==> src/rtl/timed_event_scheduler.sv <==
// In-order timestamped event queue. Each head event is presented downstream once
// system time reaches its timestamp, using a half-range window so wrap-around works.
module timed_event_scheduler_slot #(
  parameter int D_W = 20,
  parameter int T_W = 16
) (
  input  logic           clk,
  input  logic           reset,
  input  logic           we_i,
  input  logic [D_W-1:0] data_i,
  input  logic [T_W-1:0] time_i,
  output logic [D_W-1:0] data_o,
  output logic [T_W-1:0] time_o
);
  logic [D_W-1:0] data_q;
  logic [T_W-1:0] time_q;

  always_ff @(posedge clk or posedge reset) begin
    if (reset) begin
      data_q <= '0;
      time_q <= '0;
    end else if (we_i) begin
      data_q <= data_i;
      time_q <= time_i;
    end
  end

  assign data_o = data_q;
  assign time_o = time_q;
endmodule

module timed_event_scheduler #(
  parameter int D_W   = 20,
  parameter int T_W   = 16,
  parameter int DEPTH = 8
) (
  input  logic                     clk,
  input  logic                     reset,
  input  logic                     unit_pulse,
  input  logic                     enable,
  input  logic                     time_clear,
  input  logic [D_W-1:0]           in_data,
  input  logic [T_W-1:0]           in_time,
  input  logic                     in_valid,
  output logic                     in_ready,
  output logic [D_W-1:0]           out_data,
  output logic                     out_late,
  output logic                     out_valid,
  input  logic                     out_ready,
  output logic [T_W-1:0]           cur_time,
  output logic [$clog2(DEPTH):0]   fill,
  output logic [7:0]               late_count
);
  localparam int AW = $clog2(DEPTH);
  localparam int FW = AW + 1;
  localparam logic [T_W-1:0] HALF = {1'b1, {(T_W-1){1'b0}}};

  typedef enum logic [1:0] {ST_EMPTY, ST_WAIT, ST_HOLD} state_e;

  state_e              state_q, state_d;
  logic [AW-1:0]       wr_ptr_q, wr_ptr_d, rd_ptr_q, rd_ptr_d;
  logic [FW-1:0]       fill_q, fill_d;
  logic [T_W-1:0]      time_q, time_d;
  logic [D_W-1:0]      odata_q, odata_d;
  logic                olate_q, olate_d;
  logic [7:0]          lcnt_q, lcnt_d;

  logic [DEPTH-1:0][D_W-1:0] slot_data;
  logic [DEPTH-1:0][T_W-1:0] slot_time;
  logic [DEPTH-1:0]          slot_we;

  logic [D_W-1:0] head_data;
  logic [T_W-1:0] head_time, head_age;
  logic           push, load, due, ovalid;

  // Storage slots; only the tail slot is written on a push.
  for (genvar i = 0; i < DEPTH; i++) begin : g_slot
    assign slot_we[i] = push && (wr_ptr_q == AW'(i));
    timed_event_scheduler_slot #(.D_W(D_W), .T_W(T_W)) u_slot (
      .clk   (clk),
      .reset (reset),
      .we_i  (slot_we[i]),
      .data_i(in_data),
      .time_i(in_time),
      .data_o(slot_data[i]),
      .time_o(slot_time[i])
    );
  end

  assign head_data = slot_data[rd_ptr_q];
  assign head_time = slot_time[rd_ptr_q];
  assign head_age  = time_q - head_time;

  assign ovalid   = (state_q == ST_HOLD);
  assign in_ready = (fill_q < FW'(DEPTH));
  assign push     = in_valid && in_ready;
  // Head is due when it lies in the past half of the time circle (or now).
  assign due      = (fill_q != '0) && enable && (head_age < HALF);
  assign load     = due && (!ovalid || out_ready);

  always_comb begin
    time_d = time_q;
    if (time_clear)
      time_d = '0;
    else if (enable && unit_pulse)
      time_d = time_q + T_W'(1);
  end

  always_comb begin
    wr_ptr_d = wr_ptr_q;
    rd_ptr_d = rd_ptr_q;
    fill_d   = fill_q;
    if (push) wr_ptr_d = wr_ptr_q + AW'(1);
    if (load) rd_ptr_d = rd_ptr_q + AW'(1);
    if (push && !load)
      fill_d = fill_q + FW'(1);
    else if (!push && load)
      fill_d = fill_q - FW'(1);
  end

  always_comb begin
    odata_d = odata_q;
    olate_d = olate_q;
    lcnt_d  = lcnt_q;
    if (load) begin
      odata_d = head_data;
      olate_d = (head_time != time_q);
      if ((head_time != time_q) && (lcnt_q != 8'hFF))
        lcnt_d = lcnt_q + 8'd1;
    end
  end

  always_comb begin
    state_d = state_q;
    case (state_q)
      ST_EMPTY: if (push) state_d = ST_WAIT;
      ST_WAIT:  if (load) state_d = ST_HOLD;
      ST_HOLD: begin
        if (load)
          state_d = ST_HOLD;
        else if (out_ready)
          state_d = (fill_d != '0) ? ST_WAIT : ST_EMPTY;
      end
      default: state_d = ST_EMPTY;
    endcase
  end

  always_ff @(posedge clk or posedge reset) begin
    if (reset) begin
      state_q  <= ST_EMPTY;
      wr_ptr_q <= '0;
      rd_ptr_q <= '0;
      fill_q   <= '0;
      time_q   <= '0;
      odata_q  <= '0;
      olate_q  <= 1'b0;
      lcnt_q   <= '0;
    end else begin
      state_q  <= state_d;
      wr_ptr_q <= wr_ptr_d;
      rd_ptr_q <= rd_ptr_d;
      fill_q   <= fill_d;
      time_q   <= time_d;
      odata_q  <= odata_d;
      olate_q  <= olate_d;
      lcnt_q   <= lcnt_d;
    end
  end

  assign out_valid  = ovalid;
  assign out_data   = odata_q;
  assign out_late   = olate_q;
  assign cur_time   = time_q;
  assign fill       = fill_q;
  assign late_count = lcnt_q;
endmodule

==> config.mk <==
export PLATFORM = sky130hd
export DESIGN_NAME = timed_event_scheduler
export DESIGN_NICKNAME = d
export VERILOG_FILES = /design/src/rtl/timed_event_scheduler.sv
export SDC_FILE = /design/constraint.sdc
export NUM_CORES = 1
export LEC_CHECK = 0
export ABC_AREA = 1
export BUFFER_PORTS_ARGS = -buffer_cell sky130_fd_sc_hd__buf_2
export CAP_MARGIN = 20
export CORE_UTILIZATION = 45
export DETAILED_ROUTE_END_ITERATION = 6
export SYNTH_ARGS = -nofsm -noshare
export SYNTH_HDL_FRONTEND = slang
export SYNTH_SLANG_ARGS = --single-unit
==> constraint.sdc <==
create_clock -name clk -period 18.54 [get_ports clk]
set_clock_uncertainty 0.2 [all_clocks]
set_input_delay 4.635 -clock clk [delete_from_list [all_inputs] [get_ports clk]]
set_output_delay 4.635 -clock clk [all_outputs]
set_load 0.01 [all_outputs]
# ---- Word level (Yosys, flattened, before mapping)
# Index checks and enable logic that the tools add are counted.
dict set report totals {
  in_bits 43
  elab_cells 89
  register_bits 345
  output_inout_bits 51
}
dict set report op_classes {
  n_eq_ne 14
  order_cmp 3
  muxes 14
  reduce_logical 27
  n_addsub 7
}
# operator count
set ops {}
lappend ops {{binary-select mux 20 bit (select 3 bit)} 1}
lappend ops {{binary-select mux 16 bit (select 3 bit)} 1}
lappend ops {{2-to-1 mux 16 bit} 3}
lappend ops {{2-to-1 mux 20 bit} 1}
lappend ops {{adder 16 x 1 -> 16 bit, second input constant} 1}
lappend ops {{logical AND 1 bit} 16}
lappend ops {{less-than comparator 16 bit, second input constant} 1}
lappend ops {{!= test 16 bit} 1}
lappend ops {{subtractor 16 bit} 1}
lappend ops {{equality test 3 bit, second input constant} 4}
lappend ops {{adder 8 x 1 -> 8 bit, second input constant} 1}
lappend ops {{2-to-1 mux 2 bit} 4}
lappend ops {{2-to-1 mux 4 bit} 2}
lappend ops {{!= test 8 bit, second input constant} 1}
lappend ops {{nonzero test 4 bit} 2}
lappend ops {{adder 3 x 1 -> 3 bit, second input constant} 2}
lappend ops {{equality test 3 x 2 -> 1 bit, second input constant} 2}
lappend ops {{one-hot mux 2 bit (3 select lines)} 1}
lappend ops {{adder 4 x 1 -> 4 bit, second input constant} 1}
lappend ops {{less-than comparator 3 x 4 -> 1 bit, second input constant} 1}
lappend ops {{less-than comparator 4 bit, second input constant} 1}
lappend ops {{!= test 2 bit, second input constant} 2}
lappend ops {{subtractor 4 x 1 -> 4 bit, second input constant} 1}
lappend ops {{equality test 3 x 1 -> 1 bit, second input constant} 1}
lappend ops {{other kinds (11)} 13}

# ---- Depth between registers and ports, before layout
# Gate-level depths: netlist (run 1).
dict set report logic_depth {
  ltp_word 14
  depth_mapped 27
  ltp_nobuf 24
}

# ---- Modules after synthesis
# From an unflattened synthesis (run 1), not the netlist that was laid out.
dict set report hier_totals {
  hier_cells 2070
  area_unflattened_um2 16804.9
}
# mod seq_area_each_um2 area_each_um2 n_inst cells_each
set modules_own_cells {}
lappend modules_own_cells {timed_event_scheduler_slot 900.9 1422.6 8 153}
lappend modules_own_cells {timed_event_scheduler 1426.4 5424.0 1 846}

# ---- Worst setup path after synthesis (run 1)
# Ideal clock, no wire load.
dict set report synth_path {
  path_kind {input-to-reg}
  startpoint {in unit_pulse}
  endpoint {reg time_q[14] (netlist: cur_time[14])}
  cell_stages 13
  arrival_ps 5927
  required_ps 18219
  path_buffers 0
  path_slack_ps 12292
  setup_time_ps 121
  path_cell_list {nand2_1 > nor3_2 > nand3_1 > inv_1 > nand2_1 > nor2_2 > nand2_1 > nor2_2 > nand3_1 > nor3b_2 > nand2_1 > o21ai_1 > a21oi_1}
}
dict set report synth_between {
  elab_chain_cells 2
}
# item line
set synth_lines {}
lappend synth_lines {{from (decl)} 39} ;# input logic unit_pulse,
lappend synth_lines {{logical AND 1 bit} 105} ;# else if (enable && unit_pulse)
lappend synth_lines {{nonzero test 2 bit (no source line)} --}
lappend synth_lines {{to (signal assigned)} 163} ;# time_q <= time_d;
lappend synth_lines {{to (decl)} 63} ;# logic [T_W-1:0] time_q, time_d;
# Every way passes these cells.
# A chain may end at the register's enable or synchronous reset.

==> metrics.yaml, run 1 <==
worst_setup_path:
  required_ns: 18.87
  worst_ep_arrival_time_ns: 6.99
  start_kind: "primary input"
  cp-startpoint: "reset"
  cp_max_fo: 165
  reg2reg_from: "rd_ptr_q[0]"
  crit_type: "primary input to async pin"
  end_kind: "async pin"
  worst-r2r-cell-count: 21
  worst-r2r-setup-slack_ns: 13.37
yosys:
  yosysWarnings: 0
  synthCells: 1788
  netlist_area_mm2: 0.01547
  synth_seq_area_share_pct: 55.81
  netlist.area_leader.share_pct: 55.81
  yosys-top-cells-area: "dfrtp_1 56%, o21ai_0 16%, nand2_1 9.3%"
  synth.distinct_cells: 40
  ys_seq_elements: 345
  yosysTopAreaCell: "dfrtp_1"
  syn-num-nets: 1857
  postSynthAreaPerCell_um2: 8.651
timing:
  finalHoldViolations: 0
  max_freq_ghz: 0.1499
  finalSetupViolations: 0
  rsz0062_at_grt: "no"
  fin_crit_sh_pct: 35.97
  setup_tns_ns: 0
  fin_crit_ns: 6.670
  worstMarginPinSlew_ns: 0.9594
  relSlewSlack_pct: 36.04
  fin_ws_ns: 11.87
  slew_violations: 0
floorplanning:
  pin_count: 94
  die_h_um: 187.4
  fp.dieW_um: 187.4
  row_count: 67
  core_mm2: 0.03370
  initial_utilization_pct: 45.90
  die_area_mm2: 0.03512
cts:
  cts_tree: "built"
  clk_pin_slew_ns: 0.06
  cts-buffers-inserted: 39
  cts_setup_buffers: 0
  cts_htree_levels: 2
  root_buffer: "clkbuf_16"
  cts_hold_buf: 0
  clockBufferDepth: 3
  cts_sinks: 345
  cts-resized-gates: 0
  worstSkewPairLatency_ns: 0.53
global_route:
  grt_pass1_vias: 12280
  track_usage_pct: 22.97
  grt_pass1_wl_mm: 65.70
  overflow: 0
  antenna_found_initial: 0
  grt_max_degree: 166
final_layout:
  fin_nets: 1888
  drive_gt1_share_pct: 10.77
  syn_to_final_growth_pct: 13.14
  design_area_mm2: 0.01750
  final_cells: 2296
  n_antenna_cell: 0
  fillers: 3297
drt:
  drc: 0
  drt_iter0_drc: 910
  firstDrtPassIters: 6
  wl_per_cell_um: 16.86
  vias: 12460
  ant_nets: 0
  routed_wl_mm: 38.71
  routed_via_density: 5.428
hold_path:
  hold_path_class: "flip-flop to flip-flop"
  holdPathStages: 2
  hp-start: "g_slot[5].u_slot.data_o[13]"
job:
  maxCapViolCount: 0
place:
  dp_slack_ns: 11.18
  place_area_mm2: 0.01620
  placed_cells: 2226
  dp_hpwl_mm: 20.60
  routabilityCongestion: 0.7851
  io_buffers: 93
pwr:
  vdd_drop_max_mv: 0.1123
  cellPowerDensity_mw_per_mm2: 181.5
  p_leak_nw: 8.315
outcome:
  status: "finished clean"
## final timing paths
kind                                               end
max                        g_slot[4].u_slot.data_o[14]
min                        g_slot[5].u_slot.data_o[13]
max reg2reg                                 state_q[0]
min reg2reg                g_slot[5].u_slot.data_o[13]
max in group clk           g_slot[5].u_slot.time_o[10]
min in group asynchronous   g_slot[2].u_slot.data_o[3]
## metal layers
layer | vias up | part of all wire [%] | GRT usage [%]
met1 | 6041 | 48 | 32.96
met4 | 0 | 1.9 | 6.379
li1 | 6063 | - | -
met3 | 55 | 4.5 | 2.589
met2 | 304 | 46 | 36.95
met5 | - | 0 | 0
## cell usage in the layout (no fill, tap or decap), drive strengths merged
cell type	Yosys	final
nand2	389	389
nor2	169	169
a31oi	2	2
a21oi	18	18
nor3b	4	4
buf	9	107
xnor2	4	4
and3	1	1
o22ai	35	35
and2	1	1
or2	1	1
xor2	8	8
nand3	33	33
inv	88	89
ha	26	26
dfrtp	345	345
bufinv	0	4
nand3b	1	1
clkinv	1	9
o221ai	34	34
nand4	4	4
clkbuf	108	57
o21ai	498	498
nor3	9	9
## power breakdown
part           leakage (nW)  switching, mW  internal [mW]
logic                  3.29          0.715          0.392
registers              4.38          0.199           1.09
clock network         0.644          0.306          0.477
total                  8.32           1.22           1.96
## worst max-delay path, cell delays in order
cell and delay, ns:
buf_2 0.13, inv_8 0.51, buf_12 0.71, buf_4 0.84
## flip-flops by register name, indices dropped and copies added, names as in the netlist
register	count
late_count	8
wr_ptr_q	3
rd_ptr_q	3
out_data	20
g_slot.u_slot.data_o	160
fill	4
cur_time	16
g_slot.u_slot.time_o	128
out_late	1
state_q	2
## logic make-up after synthesis
logic type                 synth area share (%)
buffers and inverters                     5.250
xor gates and xnor gates                 0.6794
adders and majority gates                 2.103
and+or+nand+nor                           16.02
AOI/OAI and AO/OA                         20.14
DFF                                       55.81
## final cells by class
cell class / count / area [um^2] / area share [%]
clock buffer: 57 / 1125 / 6.427
clock inverter: 13 / 180.2 / 1.029
inverter: 89 / 356.6 / 2.037
multi-input combinational: 1237 / 6058 / 34.62
sequential: 345 / 8638 / 49.36
tap: 448 / 560.5 / 3.203
timing repair buffer: 107 / 583.1 / 3.331
## cells in the mapped netlist
master,count
a21oi_1,18
nand3_2,2
buf_4,1
nor2_2,3
clkinv_4,1
inv_8,1
xor2_1,8
or2_2,1
a31oi_1,2
dfrtp_1,345
nand4_4,1
and3_1,1
buf_6,2
o21ai_2,1
buf_2,4
nor3_1,8
buf_1,2
o221ai_1,34
clkbuf_1,108
nor3_2,1
nor3b_2,2
nor2_1,164
nand2_4,2
nand4_1,3
and2_1,1
ha_1,26
nor2_4,1
nand2_2,2
xnor2_1,4
nand2_1,385
inv_1,84
nor3b_1,2
inv_4,1
o21ai_1,1
nand3_1,31
nand3b_1,1
o21ai_0,496
inv_2,2
nor2_8,1
o22ai_1,35
## metrics by stage
step                      power [mW]  hold WS, ns  utilization, %
final                          3.177       0.2780           51.93
after global routing           3.454       0.2961           51.93
after CTS                      3.204       0.2819           51.93
after detailed placement       2.408       0.2677           48.06
after global placement         2.377       0.2600           48.06
after floorplan                2.079       0.2478               -
Note: power is estimated with default switching activity, not from simulation.
==> run 2: changes to the inputs <==
==> constraint.sdc (replaced) <==
create_clock -name clk -period 6.8 [get_ports clk]
set_clock_uncertainty 0.2 [all_clocks]
set_input_delay 1.7 -clock clk [delete_from_list [all_inputs] [get_ports clk]]
set_output_delay 1.7 -clock clk [all_outputs]
set_load 0.01 [all_outputs]
==> metrics.yaml, run 2 (synthesis gave the netlist of run 1 again) <==
timing:
  finalSetupViolations: 0  # unchanged
  slew_violations: 0  # unchanged
  max_freq_ghz: 0.2095
  worstMarginPinSlew_ns: 1.079  # +0.1195 ns
  relSlewSlack_pct: 28.07  # -8.0 points
  fin_crit_sh_pct: 70.21
  rsz0062_at_grt: "no"
  setup_tns_ns: 0  # unchanged
  fin_crit_ns: 4.774
  finalHoldViolations: 0  # unchanged
worst_setup_path:
  worst-r2r-cell-count: 21  # unchanged
  cp_max_fo: 145  # -12%
  cp.buffers_inverters: 2  # -2
  r2r_end: "state_q[0]"
  crit_top_cell: "nand2_1"
  required_ns: 7.00  # -11.87 ns
  crit_type: "flip-flop to flip-flop"
  slowest_delay_ns: 0.75  # -0.09 ns
  crit_family: "simple AND/OR/NAND/NOR gates"
  path_cells: "inv_8 -> o21ai_0 -> o221ai_1 -> o21ai_0 -> ha_1 -> nand2_1 -> nor2_1 -> nor3b_2 -> nand2_1 -> nand2_1 -> inv_1 -> nand2_1 -> nand2_2 -> nand2_4 -> nand2_1 -> nand3_1 -> nand2_1 -> nor2_1 -> nand2_1 -> nand2_1 -> a21oi_1"
  end_kind: "flip-flop"
  start_kind: "flip-flop"
  worst_ep_arrival_time_ns: 4.98  # -2.01 ns
  worst-r2r-setup-slack_ns: 2.03  # -11.34 ns
  reg2reg_from: "rd_ptr_q[0]"
  cp_slowest_cell: "dfrtp_4"
global_route:
  grt_pass1_wl_mm: 64.87  # -1.3%
  track_usage_pct: 22.77  # -0.20 points
  grt_pass1_vias: 12080  # -1.6%
  antenna_found_initial: 0  # unchanged
  grt_max_degree: 146  # -12%
  overflow: 0  # unchanged
drt:
  wl_per_cell_um: 16.87  # about the same
  vias: 12370  # -0.76%
  ant_nets: 0  # unchanged
  drt_iter0_drc: 869  # -4.5%
  routed_via_density: 5.403  # -0.46%
  firstDrtPassIters: 5  # -1
  drc: 0  # unchanged
  routed_wl_mm: 38.61  # -0.25%
hold_path:
  hp-start: "g_slot[2].u_slot.time_o[14]"
  holdPathEnd: "g_slot[2].u_slot.time_o[14]"
  hold_path_class: "flip-flop to flip-flop"
  holdPathStages: 2  # unchanged
pwr:
  p_leak_nw: 8.240  # -0.90%
  vdd_drop_max_mv: 0.2502  # +120%
  cellPowerDensity_mw_per_mm2: 483.5  # +170%
  finalPower_mw: 8.398  # +160%
final_layout:
  final_common_cell: "o21ai_0"
  fillers: 3329  # +0.97%
  drive_gt1_share_pct: 10.32  # -0.45 points
  post-route-util_pct: 51.54  # -0.39 points
  n_antenna_cell: 0  # unchanged
  layout_common_cells: "496 x o21ai_0, 383 x nand2_1, 343 x dfrtp_1"
  largest_register_ff_count: 160  # unchanged
  fin_nets: 1888  # unchanged
  syn_to_final_growth_pct: 12.29
cts:
  cts-resized-gates: 0  # unchanged
  cts_tree: "built"
  worstSkewPairLatency_ns: 0.52  # about the same
  clk_pin_slew_ns: 0.06  # about the same
  cts_sinks: 345  # unchanged
  cts_hold_buf: 0  # unchanged
  cts-buffers-inserted: 38  # -2.6%
  cts_setup_buffers: 0  # unchanged
  cts_htree_levels: 2  # unchanged
  root_buffer: "clkbuf_16"
  clockBufferDepth: 3  # unchanged
floorplanning:
  row_count: 67  # unchanged
  pin_count: 94  # unchanged
  die_area_mm2: 0.03512  # unchanged
  core_mm2: 0.03370  # unchanged
  initial_utilization_pct: 45.90  # unchanged
  die_h_um: 187.4  # unchanged
  fp.dieW_um: 187.4  # unchanged
place:
  io_buffers: 93  # unchanged
  dp_hpwl_mm: 21.43  # +4.0%
  routabilityCongestion: 0.8028  # +2.3%
job:
  maxCapViolCount: 0  # unchanged
outcome:
  status: "finished clean"
## run 2: how the worst max path moves through the flow
| stage | start | to | slack [ns] | cells after the start |
|---|---|---|---|---|
| 6_report | rd_ptr_q[0] | state_q[0] | 2.03 | 21 |
| 3_5_place_dp | rd_ptr_q[0] | state_q[0] | 2.08 | 21 |
| 3_3_place_gp | rd_ptr_q[0] | state_q[0] | 2.14 | 21 |
| 5_1_grt | rd_ptr_q[0] | state_q[0] | 1.62 | 21 |
| 4_1_cts | rd_ptr_q[0] | state_q[0] | 2.06 | 21 |
| 2_1_floorplan | reset | cur_time[0] | 0.28 | 1 |
## run 2: stage by stage
step                      hold WS, ns  worst slack (ns)  instances  cell area [um^2]
after global placement         0.2615             2.135       2227             16210
final                          0.2787             2.026       2289             17370
after floorplan                0.2478            0.2835       1788             15470
after detailed placement       0.2673             2.076       2227             16210
after CTS                      0.2811             2.057       2289             17370
after global routing           0.2933             1.623       2289             17370
## run 2: worst min-delay path: stages, from the launching register on
cell and delay, ns:
dfrtp_1 0.34, nand2_1 0.05, o21ai_0 0.06
## run 2: final cells by class
type,count,area [um^2],share of cell area [%]
Clock inverter,4,48.80,0.2809
Multi-Input combinational cell,1237,6058,34.88
Sequential cell,345,8638,49.73
Tap cell,448,560.5,3.227
Timing Repair Buffer,108,603.1,3.472
Clock buffer,58,1107,6.375
Inverter,89,352.8,2.031
## run 2: power breakdown
| group | leakage (nW) | internal, mW | switching [mW] |
|---|---|---|---|
| clock | 0.566 | 1.15 | 0.788 |
| combinational | 3.30 | 1.07 | 1.84 |
| sequential | 4.38 | 2.97 | 0.586 |
## run 2: layer usage
layer / part of all wire, % / global-route usage [%] / vias to the layer above
met2: 44 / 35.42 / 303
met4: 1.7 / 5.535 / 0
met5: 0 / 0 / -
met1: 49 / 33.72 / 5956
met3: 5.2 / 3.039 / 50
li1: - / - / 6059
==> run 3: changes to the inputs <==
==> constraint.sdc (replaced) <==
create_clock -name clk -period 4.6 [get_ports clk]
set_clock_uncertainty 0.2 [all_clocks]
set_input_delay 1.15 -clock clk [delete_from_list [all_inputs] [get_ports clk]]
set_output_delay 1.15 -clock clk [all_outputs]
set_load 0.01 [all_outputs]
==> metrics.yaml, run 3 (synthesis gave the netlist of run 1 again) <==
outcome:
  status: "finished clean"
cts:
  clockBufferDepth: 3  # unchanged
  cts_hold_buf: 0  # unchanged
  cts_setup_buffers: 0  # unchanged
  root_buffer: "clkbuf_16"
  worstSkewPairLatency_ns: 0.52  # about the same
  cts-resized-gates: 0  # unchanged
  cts_sinks: 345  # unchanged
  clk_pin_slew_ns: 0.06  # about the same
  cts-buffers-inserted: 38  # unchanged
  cts_tree: "built"
  cts_htree_levels: 2  # unchanged
worst_setup_path:
  crit_type: "flip-flop to flip-flop"
  path_cells: "buf_4 -> o21ai_0 -> o221ai_1 -> o21ai_0 -> ha_1 -> nand2_1 -> nor2_1 -> nand2_1 -> nand2_1 -> nand2_1 -> nand2_1 -> nand3_1 -> nand2_2 -> nand2_4 -> clkinv_4 -> nand2_4 -> nor2_8 -> inv_2 -> nor2_4 -> nand3_2 -> xnor2_1"
  worst_ep_arrival_time_ns: 4.15  # -0.83 ns
  end_kind: "flip-flop"
  cp_max_fo: 45  # -69%
  start_kind: "flip-flop"
  required_ns: 4.81  # -2.19 ns
  cp_slowest_cell: "dfrtp_4"
  slowest_delay_ns: 0.75  # about the same
  crit_top_cell: "nand2_1"
timing:
  max_freq_ghz: 0.2541  # +21%
  setup_tns_ns: 0  # unchanged
  hold_slack_ns: 0.2777  # -0.001027 ns
  worstMarginPinSlew_ns: 0.9286  # -0.1504 ns
  fin_ws_ns: 0.6640  # -1.362 ns
  finalSetupViolations: 0  # unchanged
  slew_violations: 0  # unchanged
  relSlewSlack_pct: 38.10  # +10 points
  finalHoldViolations: 0  # unchanged
  rsz0062_at_grt: "no"
  fin_crit_sh_pct: 85.57  # +15 points
  fin_crit_ns: 3.936  # -0.8384 ns
global_route:
  grt_pass1_vias: 12190  # +0.90%
  grt_pass1_wl_mm: 65.94  # +1.6%
  overflow: 0  # unchanged
  grt_max_degree: 76  # -48%
  antenna_found_initial: 0  # unchanged
  track_usage_pct: 23.17  # +0.40 points
drt:
  drt_iter0_drc: 977  # +12%
  routed_wl_mm: 39.55  # +2.4%
  ant_nets: 0  # unchanged
  vias: 12440  # +0.61%
  wl_per_cell_um: 17.20  # +1.9%
  routed_via_density: 5.410  # +0.13%
  firstDrtPassIters: 5  # unchanged
  drc: 0  # unchanged
floorplanning:
  die_h_um: 187.4  # unchanged
  core_mm2: 0.03370  # unchanged
  pin_count: 94  # unchanged
  row_count: 67  # unchanged
  fp.dieW_um: 187.4  # unchanged
  die_area_mm2: 0.03512  # unchanged
  initial_utilization_pct: 45.90  # unchanged
place:
  dp_slack_ns: 0.6573  # -1.419 ns
  routabilityCongestion: 0.8310  # +3.5%
  dp_hpwl_mm: 23.05  # +7.5%
  io_buffers: 93  # unchanged
final_layout:
  fin_nets: 1902  # +0.74%
  syn_to_final_growth_pct: 13.20
  layout_common_cells: "496 x o21ai_0, 383 x nand2_1, 343 x dfrtp_1"
  final_common_cell: "o21ai_0"
  largest_register_ff_count: 160  # unchanged
  n_antenna_cell: 0  # unchanged
  post-route-util_pct: 51.96  # +0.42 points
  fillers: 3255  # -2.2%
  drive_gt1_share_pct: 11.12  # +0.80 points
pwr:
  p_leak_nw: 8.317  # +0.93%
  finalPower_mw: 12.53  # +49%
  cellPowerDensity_mw_per_mm2: 715.8  # +48%
  vdd_drop_max_mv: 0.3483  # +39%
job:
  maxCapViolCount: 0  # unchanged
hold_path:
  hold_path_class: "flip-flop to flip-flop"
-- run 3: changes by cell type in the layout (fill, tap and decap cells not counted) --
cell,previous run,this run
buf_4,13,23
clkbuf_1,13,8
buf_12,2,6
clkbuf_8,6,8
bufinv_16,1,0
clkinvlp_4,1,2
-- run 3: critical path, delay by kind of cell (launching register included) --
kind / cells / cell delay [ns]
adder cells (fa/ha/maj): 1 / 0.34
AND/OR/NAND/NOR: 13 / 1.19
AO/OA/AOI/OAI: 3 / 0.50
buffers and inverters: 3 / 0.68
XOR/XNOR: 1 / 0.13
flip-flops: 1 / 0.75
-- run 3: layout make-up --
class                   count  area (um^2)  area share, %
clock buffers              55         1116          6.374
clock inverters             4        26.28         0.1501
inverters                  89        352.8          2.015
multi-input cells        1237         6058          34.60
flip-flops and latches    345         8638          49.33
well taps                 448        560.5          3.201
repair buffers            122        758.2          4.330
-- run 3: final timing paths --
check	startpoint	end	slack, ns	cells past startpoint
setup / recovery	rd_ptr_q[0]	late_count[6]	0.66	21
hold / removal	g_slot[1].u_slot.time_o[1]	g_slot[1].u_slot.time_o[1]	0.28	2
setup reg to reg	rd_ptr_q[0]	late_count[6]	0.66	21
hold reg to reg	g_slot[1].u_slot.time_o[1]	g_slot[1].u_slot.time_o[1]	0.28	2
max in group asynchronous	reset	rd_ptr_q[1]	2.80	4
min in group asynchronous	reset	g_slot[2].u_slot.data_o[1]	0.43	2
-- run 3: layer usage --
metal  vias up  wire (um)  track usage, %
li1       6088          -               -
met1      5986      18960           33.57
met2       304      17850           36.36
met3        65       1913           3.189
met4         0        836           6.629
met5         -          0               0
-- run 3: stage by stage --
stage / std cells / area [um^2]
after floorplan: 1788 / 15470
after global placement: 2240 / 16350
after detailed placement: 2240 / 16350
after CTS: 2299 / 17490
after global routing: 2300 / 17510
final: 2300 / 17510
-- run 3: where the power goes --
group | leakage [nW] | internal, mW | total [mW] | switching [mW]
sequential | 4.38 | 4.39 | 5.21 | 0.825
combinational | 3.38 | 1.62 | 4.47 | 2.85
clock | 0.560 | 1.67 | 2.85 | 1.18
